[src/rtl/uart_pkg.sv]
// Shared UART definitions: the byte width, the receiver/transmitter state
// encodings and small helpers used by both directions.
package uart_pkg;

   localparam int DATA_W = 8;

   typedef enum logic [2:0] {
      RX_IDLE      = 3'd0,
      RX_START     = 3'd1,
      RX_DATA      = 3'd2,
      RX_STOP      = 3'd3,
      RX_WAIT_HIGH = 3'd4
   } rx_state_e;

   typedef enum logic [1:0] {
      TX_IDLE  = 2'd0,
      TX_START = 2'd1,
      TX_DATA  = 2'd2,
      TX_STOP  = 2'd3
   } tx_state_e;

   // Two-of-three vote used to filter each mid-bit sample window.
   function automatic logic maj3(input logic a, input logic b, input logic c);
      return (a & b) | (a & c) | (b & c);
   endfunction

endpackage

[src/rtl/uart_rx_fifo.sv]
// Small synchronous FIFO with a combinational head output; pointers carry
// one extra wrap bit so full and empty are distinguishable.
module uart_rx_fifo #(
   parameter int WIDTH = 8,
   parameter int DEPTH = 4
) (
   input  logic             clk_i,
   input  logic             rst_i,
   input  logic             push_i,
   input  logic             pop_i,
   input  logic [WIDTH-1:0] din_i,
   output logic [WIDTH-1:0] dout_o,
   output logic             full_o,
   output logic             empty_o
);

   localparam int AW = $clog2(DEPTH);
   localparam logic [AW:0] PTR_ONE = (AW+1)'(1);

   logic [WIDTH-1:0] mem_q [DEPTH];
   logic [AW:0]      wr_q, wr_d;
   logic [AW:0]      rd_q, rd_d;
   logic             do_push;
   logic             do_pop;

   assign empty_o = (wr_q == rd_q);
   assign full_o  = (wr_q[AW] != rd_q[AW]) && (wr_q[AW-1:0] == rd_q[AW-1:0]);
   assign dout_o  = mem_q[rd_q[AW-1:0]];

   // A pop on a full FIFO frees the slot the simultaneous push lands in.
   assign do_pop  = pop_i && !empty_o;
   assign do_push = push_i && (!full_o || do_pop);

   always_comb begin
      wr_d = wr_q;
      rd_d = rd_q;
      if (do_push) wr_d = wr_q + PTR_ONE;
      if (do_pop)  rd_d = rd_q + PTR_ONE;
   end

   always_ff @(posedge clk_i) begin
      if (rst_i) begin
         wr_q <= '0;
         rd_q <= '0;
      end else begin
         wr_q <= wr_d;
         rd_q <= rd_d;
      end
   end

   always_ff @(posedge clk_i) begin
      if (do_push) mem_q[wr_q[AW-1:0]] <= din_i;
   end

endmodule

[src/rtl/uart_rx.sv]
// 8N1 UART receiver: synchronizer, majority-vote bit sampling FSM, framing
// and break detection, feeding a small receive FIFO with overrun flag.
module uart_rx
   import uart_pkg::*;
#(
   parameter int CLKS_PER_BIT = 416,
   parameter int FIFO_DEPTH   = 4
) (
   input  logic              clk48,
   input  logic              rst,
   input  logic              rx_serial,
   output logic [DATA_W-1:0] rx_data,
   output logic              rx_valid,
   input  logic              rx_ready,
   output logic              busy,
   output logic              frame_err,
   output logic              break_det,
   output logic              overrun
);

   localparam int HALF = CLKS_PER_BIT / 2;
   localparam int CW   = $clog2(CLKS_PER_BIT);
   localparam logic [CW-1:0] C_LAST = CW'(CLKS_PER_BIT - 1);
   localparam logic [CW-1:0] C_S0   = CW'(HALF - 1);
   localparam logic [CW-1:0] C_S1   = CW'(HALF);
   localparam logic [CW-1:0] C_S2   = CW'(HALF + 1);
   localparam logic [CW-1:0] C_ONE  = CW'(1);

   rx_state_e         state_q;
   logic [CW-1:0]     cnt_q;
   logic [2:0]        bit_q;
   logic [DATA_W-1:0] shreg_q;
   logic [1:0]        samp_q;
   logic              sync1_q, rxs_q;
   logic              frame_err_q, break_q, overrun_q, overrun_d;

   logic              decide;
   logic              bit_val;
   logic              fifo_push, fifo_pop, fifo_full, fifo_empty;
   logic [DATA_W-1:0] fifo_dout;

   // rx_serial is asynchronous; nothing past rxs_q looks at it directly.
   always_ff @(posedge clk48) begin
      if (rst) begin
         sync1_q <= 1'b1;
         rxs_q   <= 1'b1;
      end else begin
         sync1_q <= rx_serial;
         rxs_q   <= sync1_q;
      end
   end

   assign decide  = ((state_q == RX_START) || (state_q == RX_DATA) ||
                     (state_q == RX_STOP)) && (cnt_q == C_S2);
   assign bit_val = maj3(samp_q[0], samp_q[1], rxs_q);

   always_ff @(posedge clk48) begin
      if (cnt_q == C_S0) samp_q[0] <= rxs_q;
      if (cnt_q == C_S1) samp_q[1] <= rxs_q;
      if ((state_q == RX_DATA) && decide) shreg_q <= {bit_val, shreg_q[DATA_W-1:1]};
   end

   always_ff @(posedge clk48) begin
      if (rst) begin
         state_q     <= RX_IDLE;
         cnt_q       <= '0;
         bit_q       <= '0;
         frame_err_q <= 1'b0;
         break_q     <= 1'b0;
      end else begin
         frame_err_q <= 1'b0;
         break_q     <= 1'b0;
         if ((state_q == RX_IDLE) || (state_q == RX_WAIT_HIGH) || (cnt_q == C_LAST))
            cnt_q <= '0;
         else
            cnt_q <= cnt_q + C_ONE;

         case (state_q)
            RX_IDLE: begin
               if (!rxs_q) state_q <= RX_START;
            end
            RX_START: begin
               bit_q <= '0;
               if (decide) state_q <= bit_val ? RX_IDLE : RX_DATA;
            end
            RX_DATA: begin
               if (decide) begin
                  bit_q <= bit_q + 3'd1;
                  if (bit_q == 3'd7) state_q <= RX_STOP;
               end
            end
            RX_STOP: begin
               if (decide) begin
                  if (bit_val) begin
                     state_q <= RX_IDLE;
                  end else begin
                     frame_err_q <= 1'b1;
                     break_q     <= (shreg_q == '0);
                     state_q     <= RX_WAIT_HIGH;
                  end
               end
            end
            RX_WAIT_HIGH: begin
               if (rxs_q) state_q <= RX_IDLE;
            end
            default: state_q <= RX_IDLE;
         endcase
      end
   end

   // The push is issued in the decision cycle so the byte is visible one cycle later.
   assign fifo_push = (state_q == RX_STOP) && decide && bit_val;
   assign fifo_pop  = rx_valid && rx_ready;

   uart_rx_fifo #(
      .WIDTH (DATA_W),
      .DEPTH (FIFO_DEPTH)
   ) u_fifo (
      .clk_i   (clk48),
      .rst_i   (rst),
      .push_i  (fifo_push),
      .pop_i   (fifo_pop),
      .din_i   (shreg_q),
      .dout_o  (fifo_dout),
      .full_o  (fifo_full),
      .empty_o (fifo_empty)
   );

   always_comb begin
      overrun_d = overrun_q;
      if (fifo_push && fifo_full && !fifo_pop) overrun_d = 1'b1;
      else if (fifo_pop)                       overrun_d = 1'b0;
   end

   always_ff @(posedge clk48) begin
      if (rst) overrun_q <= 1'b0;
      else     overrun_q <= overrun_d;
   end

   assign rx_valid  = !fifo_empty;
   assign rx_data   = rx_valid ? fifo_dout : '0;
   assign busy      = (state_q != RX_IDLE);
   assign frame_err = frame_err_q;
   assign break_det = break_q;
   assign overrun   = overrun_q;

endmodule

[config.mk]
export PLATFORM = sky130hd
export DESIGN_NAME = uart_rx
export DESIGN_NICKNAME = d
export VERILOG_FILES = /design/src/rtl/uart_pkg.sv /design/src/rtl/uart_rx_fifo.sv /design/src/rtl/uart_rx.sv
export SDC_FILE = /design/constraint.sdc
export NUM_CORES = 1
export LEC_CHECK = 0
export ABC_CLOCK_PERIOD_IN_PS = 2900
export CAP_MARGIN = 20
export CORE_ASPECT_RATIO = 1.2
export CORE_UTILIZATION = 58
export DETAILED_ROUTE_END_ITERATION = 10
export PLACE_DENSITY_LB_ADDON = 0.3
export SETUP_SLACK_MARGIN = 0.2
export SLEW_MARGIN = 20
export SYNTH_ARGS = -nofsm -noshare
export SYNTH_HDL_FRONTEND = slang
export SYNTH_SLANG_ARGS = --single-unit
[constraint.sdc]
create_clock -name clk48 -period 2.9 [get_ports clk48]
set_input_delay 0.58 -clock clk48 [delete_from_list [all_inputs] [get_ports clk48]]
set_output_delay 0.58 -clock clk48 [all_outputs]
set_load 0.02 [all_outputs]
==> summary.txt <==
Global routing
  – Met3 global-route usage: 6.14%
  – Largest net degree at the start of global routing: 15
  – Vias in the first global route: 1718
  – Global route hottest layer: met2
  – Congestion Overflow GR: 0
  – Routing usage on met2: 35.4%
  – Initial antenna violation count: 0
  – First-pass GRT wire length: 8070 µm
  – Met1 Track Usage GR: 25.5%
  – GRT Overall Usage: 21.5%

Synth
  – Cell Area, Synth: 2920 µm²
  – Dominant cell type by area after synthesis: edfxtp_1
  – EDFF count, synth: 42
  – Top cell type's share of synthesized area: 43.1%
  – Post-synth cell types: 43
  – Main synth FF type: edfxtp_1
  – Largest family of logic cells by synthesized area: simple AND/OR/NAND/NOR gates
  – Syn_nets: 231
  – Post-synthesis xor/xnor area fraction: 3.89%
  – YS warnings: 0
  – Register bit total from synthesis: 70
  – Post-synthesis adder-cell area fraction: 4.62%
  – Post-synth top cells: edfxtp_1 (42), dfxtp_1 (28), nor2_1 (22)
  – Post-synthesis mux area share: 7.53%
  – Mean Syn Cell Area: 13.5 µm²
  – Post-synthesis compound-gate area fraction: 4.71%
  – Syn Inst Count: 217
  – Most area-consuming cells after synthesis: edfxtp_1 (43%), dfxtp_1 (19%), mux4_2 (6.2%), ha_1 (4.3%), nor2_1 (2.8%)
  – Async SR Flop Fraction: 0%
  – Simple-gate portion of the synthesized area: 14.8%
  – Post-synthesis sequential area ratio: 62.3%
  – Most numerous cell in the Yosys netlist: edfxtp_1

Setup path
  – CP Buf/Inv Count: 2
  – Biggest cell delay along the critical path: 0.54 ns
  – WP data arrival: 2.05 ns
  – Worst path required time: 2.32 ns
  – WS Path Type: reg2out
  – Slowest cell on the critical path: clkdlybuf4s50_1
  – CP delay by family, top: buffers and inverters
  – CP max FO: 8
  – CP Cell Sequence: buf_4, mux4_2, nor2b_1, clkdlybuf4s50_1
  – Crit path capture type: primary output
  – CP startpoint kind: flop

Detailed routing
  – Drt drc: 0
  – Final WL: 4840 µm
  – Antenna-violating nets left: 0
  – First-pass detailed-route iteration total: 4
  – Per-cell routed wire length: 15.9 µm
  – Vias: 1738
  – Starting DRT DRC Count: 108
  – Vias per cell: 5.72

Clock network
  – Clk Tree Root Cell: clkbuf_8
  – Hold Buf Count CTS: 0
  – Clk slew on worst S/H paths: 0.07 ns
  – Skew-Pair Late Insertion Delay: 0.34 ns
  – Post-CTS setup buffer count: 0
  – H-tree depth: 3
  – Total CTS buffers: 9
  – Resize count post-CTS: 4
  – CTS Buffer Depth: 2
  – CTS sink cnt: 70
  – CTS tree: built

Final layout
  – Final instance area: 3460 µm²
  – Nets@finish: 255
  – Layout cells sized above 1: 14.6%
  – Layout Utilization: 73.3%
  – Number of diodes: 0
  – Area Overhead vs Synth: 18.5%

STA
  – Final setup viols: 0
  – Final hold vios: 0
  – Worst slew margin: 62.3%
  – Min Tclk post-route: 2.63 ns
  – Worst-margin pin slew: 0.561 ns
  – Final period util: 90.6%
  – Hold WS: 0.414 ns
  – RSZ-0062 raised after global routing: no
  – Clk_skew: 0.00706 ns
  – Fmax: 381 MHz
  – Fin. max-slew vios: 0
  – Sum of negative setup slack: 0 ns
  – Worst Setup Slack, final: 0.274 ns

Run
  – Max capacitance violation total: 0

Placed design
  – Post-DP HPWL: 3220 µm
  – DP Area: 3160 µm²
  – Final Wtd Congestion: 0.790
  – Port bufs: 16
  – Pre-CTS setup slack: 0.143 ns

Floorplanning
  – FP Rows: 27
  – Core Area: 4730 µm²
  – Die width: 66.8 µm
  – I/O Pins: 17
  – Chip height: 79.8 µm
  – Die area: 5330 µm²
  – Initial core utilization: 61.8%

Outcome
  – Status: complete, no violations

Pwr
  – Power Dens Cells: 598 nW/µm²
  – Pleak: 1.29 nW
  – Peak VDD IR: 0.522 mV

Worst hold path
  – Hold Crit Class: reg2reg
worst register-to-register path: cells and delay by family (launching register included):
family | cells | cell delay [ns]
DFF | 1 | 0.44
and+or+nand+nor | 3 | 1.24
cell type report:
cell class	instances	area, µm²
Sequential cell	70	1820
Fill cell	313	1260
Multi-Input combinational cell	131	1070
Timing Repair Buffer	21	213
Clock inverter	6	134
Clock buffer	10	128
Tap cell	58	72.6
Inverter	8	30.0
cells by family after synthesis:
logic type / after synthesis
compound gates: 18
xor+xnor: 13
fa+ha+maj: 11
buf+inv: 16
flops: 70
mux: 12
simple gates: 77
flip-flops by register name, summed over array words and instances (netlist names), 2 cells and up, named ones only:
name and count:
bit_q 3, u_fifo.wr_q 3, shreg_q 8, samp_q 2, u_fifo.rd_q 3, state_q 3
u_fifo.mem_q 32, cnt_q 9
power breakdown:
group / internal [W] / switching (W) / total (W)
Combinational: 0.0000105 / 0.0000119 / 0.0000224
Clock: 0.000658 / 0.000343 / 0.00100
Sequential: 0.00104 / 0.00000386 / 0.00105
Total: 0.00171 / 0.000359 / 0.00207
metrics by stage:
step / total power, W / cells
after detailed placement: 0.00109 / 288
after floorplan: 0.00108 / 217
after global routing: 0.00213 / 304
after CTS: 0.00209 / 304
after global placement: 0.00109 / 288
final: 0.00207 / 304
metal layers:
metal  vias to the layer above  part of all wire (%)
met5                         -                     0
met4                         0                   1.6
met3                         7                   3.5
met2                        31                    52
met1                       845                    43
li1                        855                     -
placed cells by master, fill, tap and decap left out, drive strengths merged, types with 2 or more instances in the layout:
| cell | netlist | routed |
|---|---|---|
| a21oi | 3 | 3 |
| and3 | 7 | 7 |
| and3b | 2 | 2 |
| and4 | 2 | 2 |
| buf | 3 | 5 |
| bufinv | 0 | 4 |
| clkbuf | 5 | 10 |
| clkdlybuf4s50 | 0 | 10 |
| clkinv | 0 | 2 |
| dfxtp | 28 | 28 |
| dlymetal6s2s | 0 | 6 |
| edfxtp | 42 | 42 |
| ha | 10 | 10 |
| inv | 8 | 8 |
| mux2i | 4 | 4 |
| mux4 | 8 | 8 |
| nand2 | 6 | 6 |
| nand3 | 6 | 6 |
| nand4 | 4 | 4 |
| nor2 | 22 | 22 |
| nor2b | 8 | 8 |
| nor3 | 8 | 8 |
| nor4 | 3 | 3 |
| o21a | 2 | 2 |
| o21ai | 2 | 2 |
| o31ai | 2 | 2 |
| or2 | 2 | 2 |
| or3 | 2 | 2 |
| xnor2 | 5 | 5 |
| xor2 | 8 | 8 |
worst paths after layout:
check	start	end	slack, ns	cells past startpoint
worst max-delay path	flop	rx_data[2]	0.27	4
worst min-delay path	sync1_q	rxs_q	0.41	1
worst max register to register	cnt_q[6]	u_fifo.mem_q[1][2]	0.88	3
worst min register to register	sync1_q	rxs_q	0.41	1
Note: power is estimated with default switching activity, not from simulation.
